===== config.mk =====
export PLATFORM = sky130hd
export DESIGN_NAME = ex_hazard_ctrl
export DESIGN_NICKNAME = d
export VERILOG_FILES = /design/src/rtl/ex_hazard_ctrl.sv
export SDC_FILE = /design/constraint.sdc
export NUM_CORES = 1
export LEC_CHECK = 0
export BUFFER_PORTS_ARGS = -buffer_cell sky130_fd_sc_hd__buf_4
export CORE_MARGIN = 2
export CORE_UTILIZATION = 55
export CTS_BUF_LIST = sky130_fd_sc_hd__clkbuf_4
export DETAILED_ROUTE_END_ITERATION = 6
export GPL_TIMING_DRIVEN = 0
export PLACE_DENSITY = 0.88
export SLEW_MARGIN = 5
export SYNTH_ARGS = -nofsm -noshare
export SYNTH_HDL_FRONTEND = slang
export SYNTH_SLANG_ARGS = --single-unit

===== constraint.sdc =====
create_clock -name i_clk -period 5.27 [get_ports i_clk]
set_input_delay 0.2635 -clock i_clk [delete_from_list [all_inputs] [get_ports i_clk]]
set_output_delay 0.2635 -clock i_clk [all_outputs]
set_load 0.01 [all_outputs]

===== src/rtl/ex_hazard_ctrl.sv =====
// EX-stage hazard control: load-use stall, redirect flush,
// registered forwarding selects and saturating event counters.
module ex_hazard_ctrl #(
   parameter int FLUSH_CYCLES = 2,
   parameter int CNT_W        = 16
) (
   input  logic             i_clk,
   input  logic             i_reset,
   input  logic             i_id_valid,
   input  logic [4:0]       i_id_rs1,
   input  logic [4:0]       i_id_rs2,
   input  logic             i_ex_valid,
   input  logic [4:0]       i_ex_rd,
   input  logic             i_ex_RegWrite,
   input  logic             i_ex_MemRead,
   input  logic             i_mem_valid,
   input  logic [4:0]       i_mem_rd,
   input  logic             i_mem_RegWrite,
   input  logic             i_branch,
   input  logic             i_jmp,
   output logic [1:0]       o_fwd_a,
   output logic [1:0]       o_fwd_b,
   output logic             o_stall,
   output logic             o_flush_id,
   output logic             o_flush_ex,
   output logic             o_redirect,
   output logic [CNT_W-1:0] o_stall_cnt,
   output logic [CNT_W-1:0] o_flush_cnt
);

   typedef enum logic [1:0] {RUN, LDSTALL, FLUSH} state_t;

   localparam logic [2:0] FC_INIT = 3'(FLUSH_CYCLES - 1);

   state_t     state, state_nx;
   logic [2:0] fcnt, fcnt_nx;
   logic       redir_req, load_use;
   logic       ex_fw, mem_fw;
   logic [1:0] sel_a, sel_b;

   assign redir_req = i_ex_valid & (i_branch | i_jmp);
   assign load_use  = i_id_valid & i_ex_valid & i_ex_MemRead
                    & (i_ex_rd != 5'd0)
                    & ((i_ex_rd == i_id_rs1) | (i_ex_rd == i_id_rs2));
   assign ex_fw  = i_ex_valid & i_ex_RegWrite & (i_ex_rd != 5'd0);
   assign mem_fw = i_mem_valid & i_mem_RegWrite & (i_mem_rd != 5'd0);

   // Forwarding source per operand: newest producer (EX) wins over MEM.
   always_comb begin
      sel_a = 2'd0;
      sel_b = 2'd0;
      if (ex_fw && i_ex_rd == i_id_rs1)         sel_a = 2'd1;
      else if (mem_fw && i_mem_rd == i_id_rs1)  sel_a = 2'd2;
      if (ex_fw && i_ex_rd == i_id_rs2)         sel_b = 2'd1;
      else if (mem_fw && i_mem_rd == i_id_rs2)  sel_b = 2'd2;
   end

   // Next state and control outputs; redirect beats load-use.
   always_comb begin
      state_nx   = state;
      fcnt_nx    = fcnt;
      o_redirect = 1'b0;
      o_flush_id = 1'b0;
      o_flush_ex = 1'b0;
      o_stall    = 1'b0;
      if (!i_reset) begin
         unique case (state)
            RUN: begin
               if (redir_req) begin
                  o_redirect = 1'b1;
                  o_flush_id = 1'b1;
                  o_flush_ex = 1'b1;
                  state_nx   = FLUSH;
                  fcnt_nx    = FC_INIT;
               end else if (load_use) begin
                  o_stall    = 1'b1;
                  o_flush_ex = 1'b1;
                  state_nx   = LDSTALL;
               end
            end
            LDSTALL: begin
               if (redir_req) begin
                  o_redirect = 1'b1;
                  o_flush_id = 1'b1;
                  o_flush_ex = 1'b1;
                  state_nx   = FLUSH;
                  fcnt_nx    = FC_INIT;
               end else begin
                  state_nx = RUN;
               end
            end
            FLUSH: begin
               o_flush_id = 1'b1;
               if (fcnt == 3'd0) state_nx = RUN;
               else              fcnt_nx  = fcnt - 3'd1;
            end
            default: state_nx = RUN;
         endcase
      end
   end

   // State register.
   always_ff @(posedge i_clk) begin
      if (i_reset) begin
         state <= RUN;
         fcnt  <= 3'd0;
      end else begin
         state <= state_nx;
         fcnt  <= fcnt_nx;
      end
   end

   // Forward selects: hold on stall, zero on bubble, else latch.
   always_ff @(posedge i_clk) begin
      if (i_reset) begin
         o_fwd_a <= 2'd0;
         o_fwd_b <= 2'd0;
      end else if (o_stall) begin
         o_fwd_a <= o_fwd_a;
         o_fwd_b <= o_fwd_b;
      end else if (o_flush_ex) begin
         o_fwd_a <= 2'd0;
         o_fwd_b <= 2'd0;
      end else begin
         o_fwd_a <= sel_a;
         o_fwd_b <= sel_b;
      end
   end

   // Saturating stall and redirect event counters.
   always_ff @(posedge i_clk) begin
      if (i_reset) begin
         o_stall_cnt <= '0;
         o_flush_cnt <= '0;
      end else begin
         if (o_stall && o_stall_cnt != '1)
            o_stall_cnt <= o_stall_cnt + 1'b1;
         if (o_redirect && o_flush_cnt != '1)
            o_flush_cnt <= o_flush_cnt + 1'b1;
      end
   end

endmodule


---- Word level (Yosys, flattened, before mapping) ----
Index checks and enable logic that the tools add are counted.
storage, ports and cells
  bits in registers ....................... 41
  bits of input ports ..................... 30
  word-level logic and storage cells ...... 72
cells by class
  $add $sub $neg .......................... 3
  equality and inequality tests ........... 12
  mux-type cells .......................... 26
  bitwise logic cells ..................... 11
  reductions and logical operators ........ 14
operators by type and width
  kind                     number
  $add A16 B1 Y16 const B  2
  $ne A16 B16 Y1 const B   2
  $eq A5 B5 Y1             4
  $mux W2                  10
  $mux W1                  10
  $reduce_bool A5 Y1       2
  $and A1 B1 Y1            9
  $logic_and A1 B1 Y1      6
  $mux W3                  2
  $pmux W2 S3              1
  $pmux W3 S2              1
  $ne A2 B2 Y1 const B     2
  $pmux W1 S2              2
  $logic_not A3 Y1         1
  $ne A3 B3 Y1 const B     1
  $reduce_and A3 Y1        1
  $sub A3 B1 Y3 const B    1
  $eq A2 B1 Y1 const B     1
  $eq A2 B2 Y1 const B     1
  $logic_not A2 Y1         1
  $ne A2 B1 Y1 const B     1
  $or A1 B1 Y1             2
  $reduce_and A2 Y1        1
  $reduce_bool A2 Y1       1
  $reduce_or A2 Y1         1

---- Logic depth before layout (Yosys ltp) ----
  depth in word-level cells ............... 9
  gate-level depth with buffers ........... 9
  gate-level depth less buffers ........... 7

---- Worst setup path before layout ----
Ideal clock, no wire load.
  kind .................................... register to register
  start point ............................. reg o_stall_cnt[0]
  end point ............................... reg o_stall_cnt[15]
  library setup time ...................... 0.071 ns
  arrival ................................. 2.001 ns
  required time ........................... 5.199 ns
  slack ................................... 3.198 ns
  stages on the path, launching flop included .. 9
  clock period less this slack ............ 2.072 ns
  cell sequence ........................... dfxtp_1 > ha_1 > nand3_2 > nor4_2 > a2111oi_4 > o21ai_2 > buf_6 > or4_1 > a21oi_1
between the ends
  word-level cells in the longest chain between the ends .. 2
  elaborated cells between the ends (all ways) .. 3
  classes of those cells .................. 1 x add/sub; 1 x eq/ne; 1 x reduce/logical
ends and longest elaborated chain
  element                                                                  line  text
  start, declared                                                          27    output logic [CNT_W-1:0] o_stall_cnt,
  start signal, assigned                                                   137   o_stall_cnt <= o_stall_cnt + 1'b1;
  parallel branches: the longest is 2 deep, another holds $add A16 B1 Y16  n/a
Several ways; the timed one is not identified.
A chain may end at the register's enable or synchronous reset.

---- Worst setup path after layout ----
  start point ............................. in i_ex_rd[0]
  end point ............................... out o_flush_ex
between the ends
  word-level cells in the longest chain between the ends .. 7
  elaborated cells between the ends (all ways) .. 10
  classes of those cells .................. 2 x eq/ne; 4 x mux; 3 x bitwise; 1 x reduce/logical
ends and longest elaborated chain
  element                                                    line    text
  start, declared                                            13      input logic [4:0] i_ex_rd,
  $eq A5 B5 Y1 / $reduce_bool A5 Y1 (equally long branches)  44, 43
  $or A1 B1 Y1 / $and A1 B1 Y1 (equally long branches)       44, 43
  $and A1 B1 Y1 *                                            44      & ((i_ex_rd == i_id_rs1) | (i_ex_rd == i_id_rs2));
  $mux W1 *                                                  75      end else if (load_use) begin
  $mux W1 *                                                  69      if (redir_req) begin
  $pmux W1 S2 *                                              67      unique case (state)
  $mux W1 *                                                  66      if (!i_reset) begin
  end, declared                                              25      output logic o_flush_ex,
Every way passes the cells marked *; elsewhere a longest branch is shown, timed or not.

==> impl.org <==
** Global route
- For this run, the total global-route usage over all layers was measured as 0.2616.
- Number of global-route vias before repair :: 2069
- Overflow left after global routing :: 0
- Pin count of the biggest net entering global routing :: 15
- Global-route wire length before repair :: a little over 9000 µm
- Initial antenna violation count :: 0

** Floorplanning
- Core area :: 4029 µm²
- I/O pin count :: 70
- The die covers 4725 µm².
- The die is between 60 and 70 µm tall.
- From left edge to right edge, the die measures between 60 and 70 µm.
- Initial Util :: 0.5720
- Cell Rows :: 23

** Detailed routing
- Metal-1 WL :: 2445 µm
- Wire length on met2 :: approximately 2800 µm
- The routed design uses 358 µm of met3 wire.
- Total via count after detailed routing :: 2251
- In the routed design, unresolved DRC markers number 0.
- The first TritonRoute pass finished after 5 iterations.
- In the routed layout, each cell is associated on average with a via count of 5.656.
- In the final routed layout, each cell accounts on average for 14.28 µm.
- ANT nets after route :: 0
- First DRT Iteration DRCs :: 96
- Signal routing reaches up to met4.
- Total length of routed wires :: 5682 µm

** Logic synthesis
- A synthesized cell averages about 8.5 µm².
- Asr flop ratio synth :: 0
- In this run, distinct cell masters in the synthesized netlist total 51.
- The synthesized design spends more area on one cell type than any other, namely dfxtp_1.
- In the synthesized netlist the dominant register cell turns out to be dfxtp_1.
- By area the synthesized netlist is led by dfxtp_1 36%, xor2_1 7.6%, xnor2_1 4.9%.
- The share of synthesized area in the top cell type comes to 0.3561.
- Of the synthesized area, sequential elements account for 0.3561.
- Netlist Area Pre-Place :: 2305 µm²
- The number of nets handed over by synthesis was between 300 and 400.
- Number of flops mapped to enable cells by yosys :: 0
- Synth top cells by count :: 41 x dfxtp_1, 30 x nor2_1, 20 x xor2_1
- Counting every instance in the synthesized netlist gives roughly 270.
- Count of state elements after synthesis :: slightly above 40
- Yosys instantiated no cell more often than dfxtp_1.
- Synth Warn # :: 0

** Critical path
- Data on the critical path is required at its endpoint by 5.01 ns.
- Reg-to-Reg End :: o_stall_cnt[15]
- CP arrival :: about 2 ns
- The signal on the critical path passes through buf_4, or4_1, o21ai_1, nor2_1, o21ai_0, nand2_1, buf_4.
- Startpoint class of the critical path :: input port
- Bufs and invs on worst path :: 2
- Startpoint of the most critical setup path :: i_ex_rd[0]
- The startpoint identified for the worst register-to-register timing path is o_stall_cnt[0].
- Counting cells, the worst reg-to-reg path comes to 8.
- Most frequent CP cell :: buf_4
- The critical path is of the input port to output pin type.
- Maximum fanout along the worst path :: 6
- Minimum setup slack among reg-to-reg paths :: 3.00 ns
- Top delay family on crit path :: simple AND/OR/NAND/NOR gates
- The worst setup path is captured at an output pin.
- Delay contributed by the slowest stage of the critical path :: 0.53 ns
- Slowest stage cell, crit path :: or4_1

** Run status
- Outcome :: completed

** STA
- The hold violation count in the final report is 0.
- In this run the tightest slew margin relative to its limit is 0.5843.
- On the final layout, the worst hold slack is 0.2474 ns.
- Post-route clock skew :: 0.01139 ns
- Setup violations remaining at the end of the flow were counted as 0.
- For the pin with the worst max-slew slack, the measured transition is 0.6170 ns.
- Of the available clock period, the critical path in the final layout requires 0.4298.
- Post-Route Setup TNS :: 0 ns
- Final slew viol count :: 0
- Fmax :: 441.5 MHz
- Post-layout minimum cycle time :: 2.265 ns
- Setup repair after global routing missed its margin :: no

** Power
- Sequential share of power :: 0.480
- The design draws 660.5 µW.
- In this run the static leakage power is around 0.0012 µW.
- Of the total power, the clock network draws 0.397.
- Switching Fraction :: 0.2420
- Pwr dens :: 220.8 nW/µm²
- In this run the power spent charging and discharging nets is 159.9 µW.
- Peak VDD IR :: ~0.00011 V
- Internal power of the cells :: 500.6 µW
- The share of total power dissipated in combinational logic is 0.124.

** Finish
- Area added between synthesis and finish :: 29.80%
- Number of filler cells placed in the layout :: 313
- At the end of the flow, the number of nets in the layout was 381.
- Of the cells placed in the final design, the portion with a size suffix greater than 1 is 0.2672.
- The finished layout holds slightly below 400 standard cells, fillers aside.
- Antenna Cells :: 0
- Area taken by multi-input logic gates :: 1405 µm²
- Summing all flip-flop and latch instances after layout gives 820.8 µm².
- Layout Cell Area excl Fill :: 2992 µm²

** Clocking
- TritonCTS clock tree :: yes
- Once the clock tree was built, the resizer swapped 0 gates to a different size.
- CTS hold repair buffers :: 0
- Clock net sink count :: 41
- Clk slew on worst S/H paths :: 0.13 ns
- Buffer levels on the longest clock path :: 2
- CTS built an H-tree with a depth of 2.
- Post-CTS timing repair inserted 0 buffers for setup.
- CTS placed an instance of clkbuf_4 at the clock tree root.
- Num CTS Buffers :: 5
- Worst skew pair latency :: 0.36 ns

** Worst hold path
- Number of cells on the worst hold path :: 3
- The worst hold path begins at i_reset.
- Kind of path behind the tightest hold check :: input port to flop
- Worst Hold Path EP :: o_stall_cnt[7]

** Place
- In this run the cell area measured after placement is about 2900 µm².
- Cells after DPL :: 390
- The HPWL after detailed placement is between 4000 and 5000 µm.
- Buffers placed on the I/O ports in this run total roughly 70.
- Final estimated routing congestion in global placement :: roughly 0.74

** Job
- The tool flagged a number of max-cap violations equal to 0.
[registers in the layout, indices dropped and copies added (netlist names)]
signal	count
o_fwd_b	2
state	2
o_flush_cnt	16
o_fwd_a	2
fcnt	3
o_stall_cnt	16
[worst max-delay path by stage]
stage | endpoint | slack, ns | cells past startpoint
2_1_floorplan | o_stall_cnt[15] | 3.20 | 8
3_3_place_gp | o_flush_ex | 3.07 | 7
3_5_place_dp | o_flush_ex | 3.03 | 7
4_1_cts | o_stall_cnt[15] | 3.01 | 8
5_1_grt | o_flush_ex | 2.88 | 7
6_report | o_flush_ex | 3.00 | 7
[worst register-to-register path, stage by stage (launching register included)]
cell,delay (ns)
dfxtp_1,0.38
ha_1,0.25
nand3_2,0.13
nor4_2,0.08
a2111oi_4,0.43
o21ai_2,0.13
buf_6,0.16
or4_1,0.50
a21oi_1,0.14
[logic make-up after synthesis]
family | synth area share
xor+xnor | 0.1254
fa+ha+maj | 0.02172
mux | 0.01900
simple gates | 0.2910
compound gates | 0.1526
buf+inv | 0.03420
flops | 0.3561
[routing by layer]
| metal | GRT usage | vias up |
|---|---|---|
| met4 | 0.1054 | 0 |
| li1 | - | 1130 |
| met1 | 0.3200 | 1033 |
| met3 | 0.05844 | 11 |
| met5 | 0 | - |
| met2 | 0.4435 | 77 |
[stage by stage]
| stage | worst slack [ns] | utilization |
|---|---|---|
| after floorplan | 3.198 | - |
| after global placement | 3.069 | 0.7161 |
| after detailed placement | 3.031 | 0.7161 |
| after CTS | 3.012 | 0.7425 |
| after global routing | 2.876 | 0.7425 |
| final | 3.005 | 0.7425 |
[power groups by stage]
stage / clock, µW / sequential, µW / combinational, µW
2_1_floorplan: 0 / 323 / 42.8
3_3_place_gp: 0 / 323 / 77.9
3_5_place_dp: 0 / 323 / 81.6
4_1_cts: 267 / 317 / 81.8
5_1_grt: 278 / 317 / 89.9
6_report: 262 / 317 / 81.6
[layout make-up]
cell class,count,area share
Multi-Input combinational cell,212,0.4697
Sequential cell,41,0.2744
Timing Repair Buffer,69,0.1731
Clock inverter,3,0.02300
Tap cell,50,0.02091
Inverter,11,0.01380
Clock buffer,5,0.01255
Buffer,7,0.01255
[cell usage in the layout (no fill, tap or decap), types with 3 or more instances in the layout]
cell	netlist	final
inv_1	11	11
nor2b_1	4	4
o31ai_1	6	6
nand2_1	19	19
xnor2_1	13	13
mux2_2	3	3
dfxtp_1	41	41
or4_1	9	9
nor2_1	30	30
or3_1	7	7
o21ai_0	12	12
nand3_1	9	9
a21oi_1	19	19
and3_1	5	5
xor2_1	20	20
clkbuf_1	3	3
nor3_1	8	8
clkbuf_4	0	5
ha_1	4	4
nand4_1	9	9
buf_4	1	70
No activity file was read; power rests on OpenSTA's default activity.
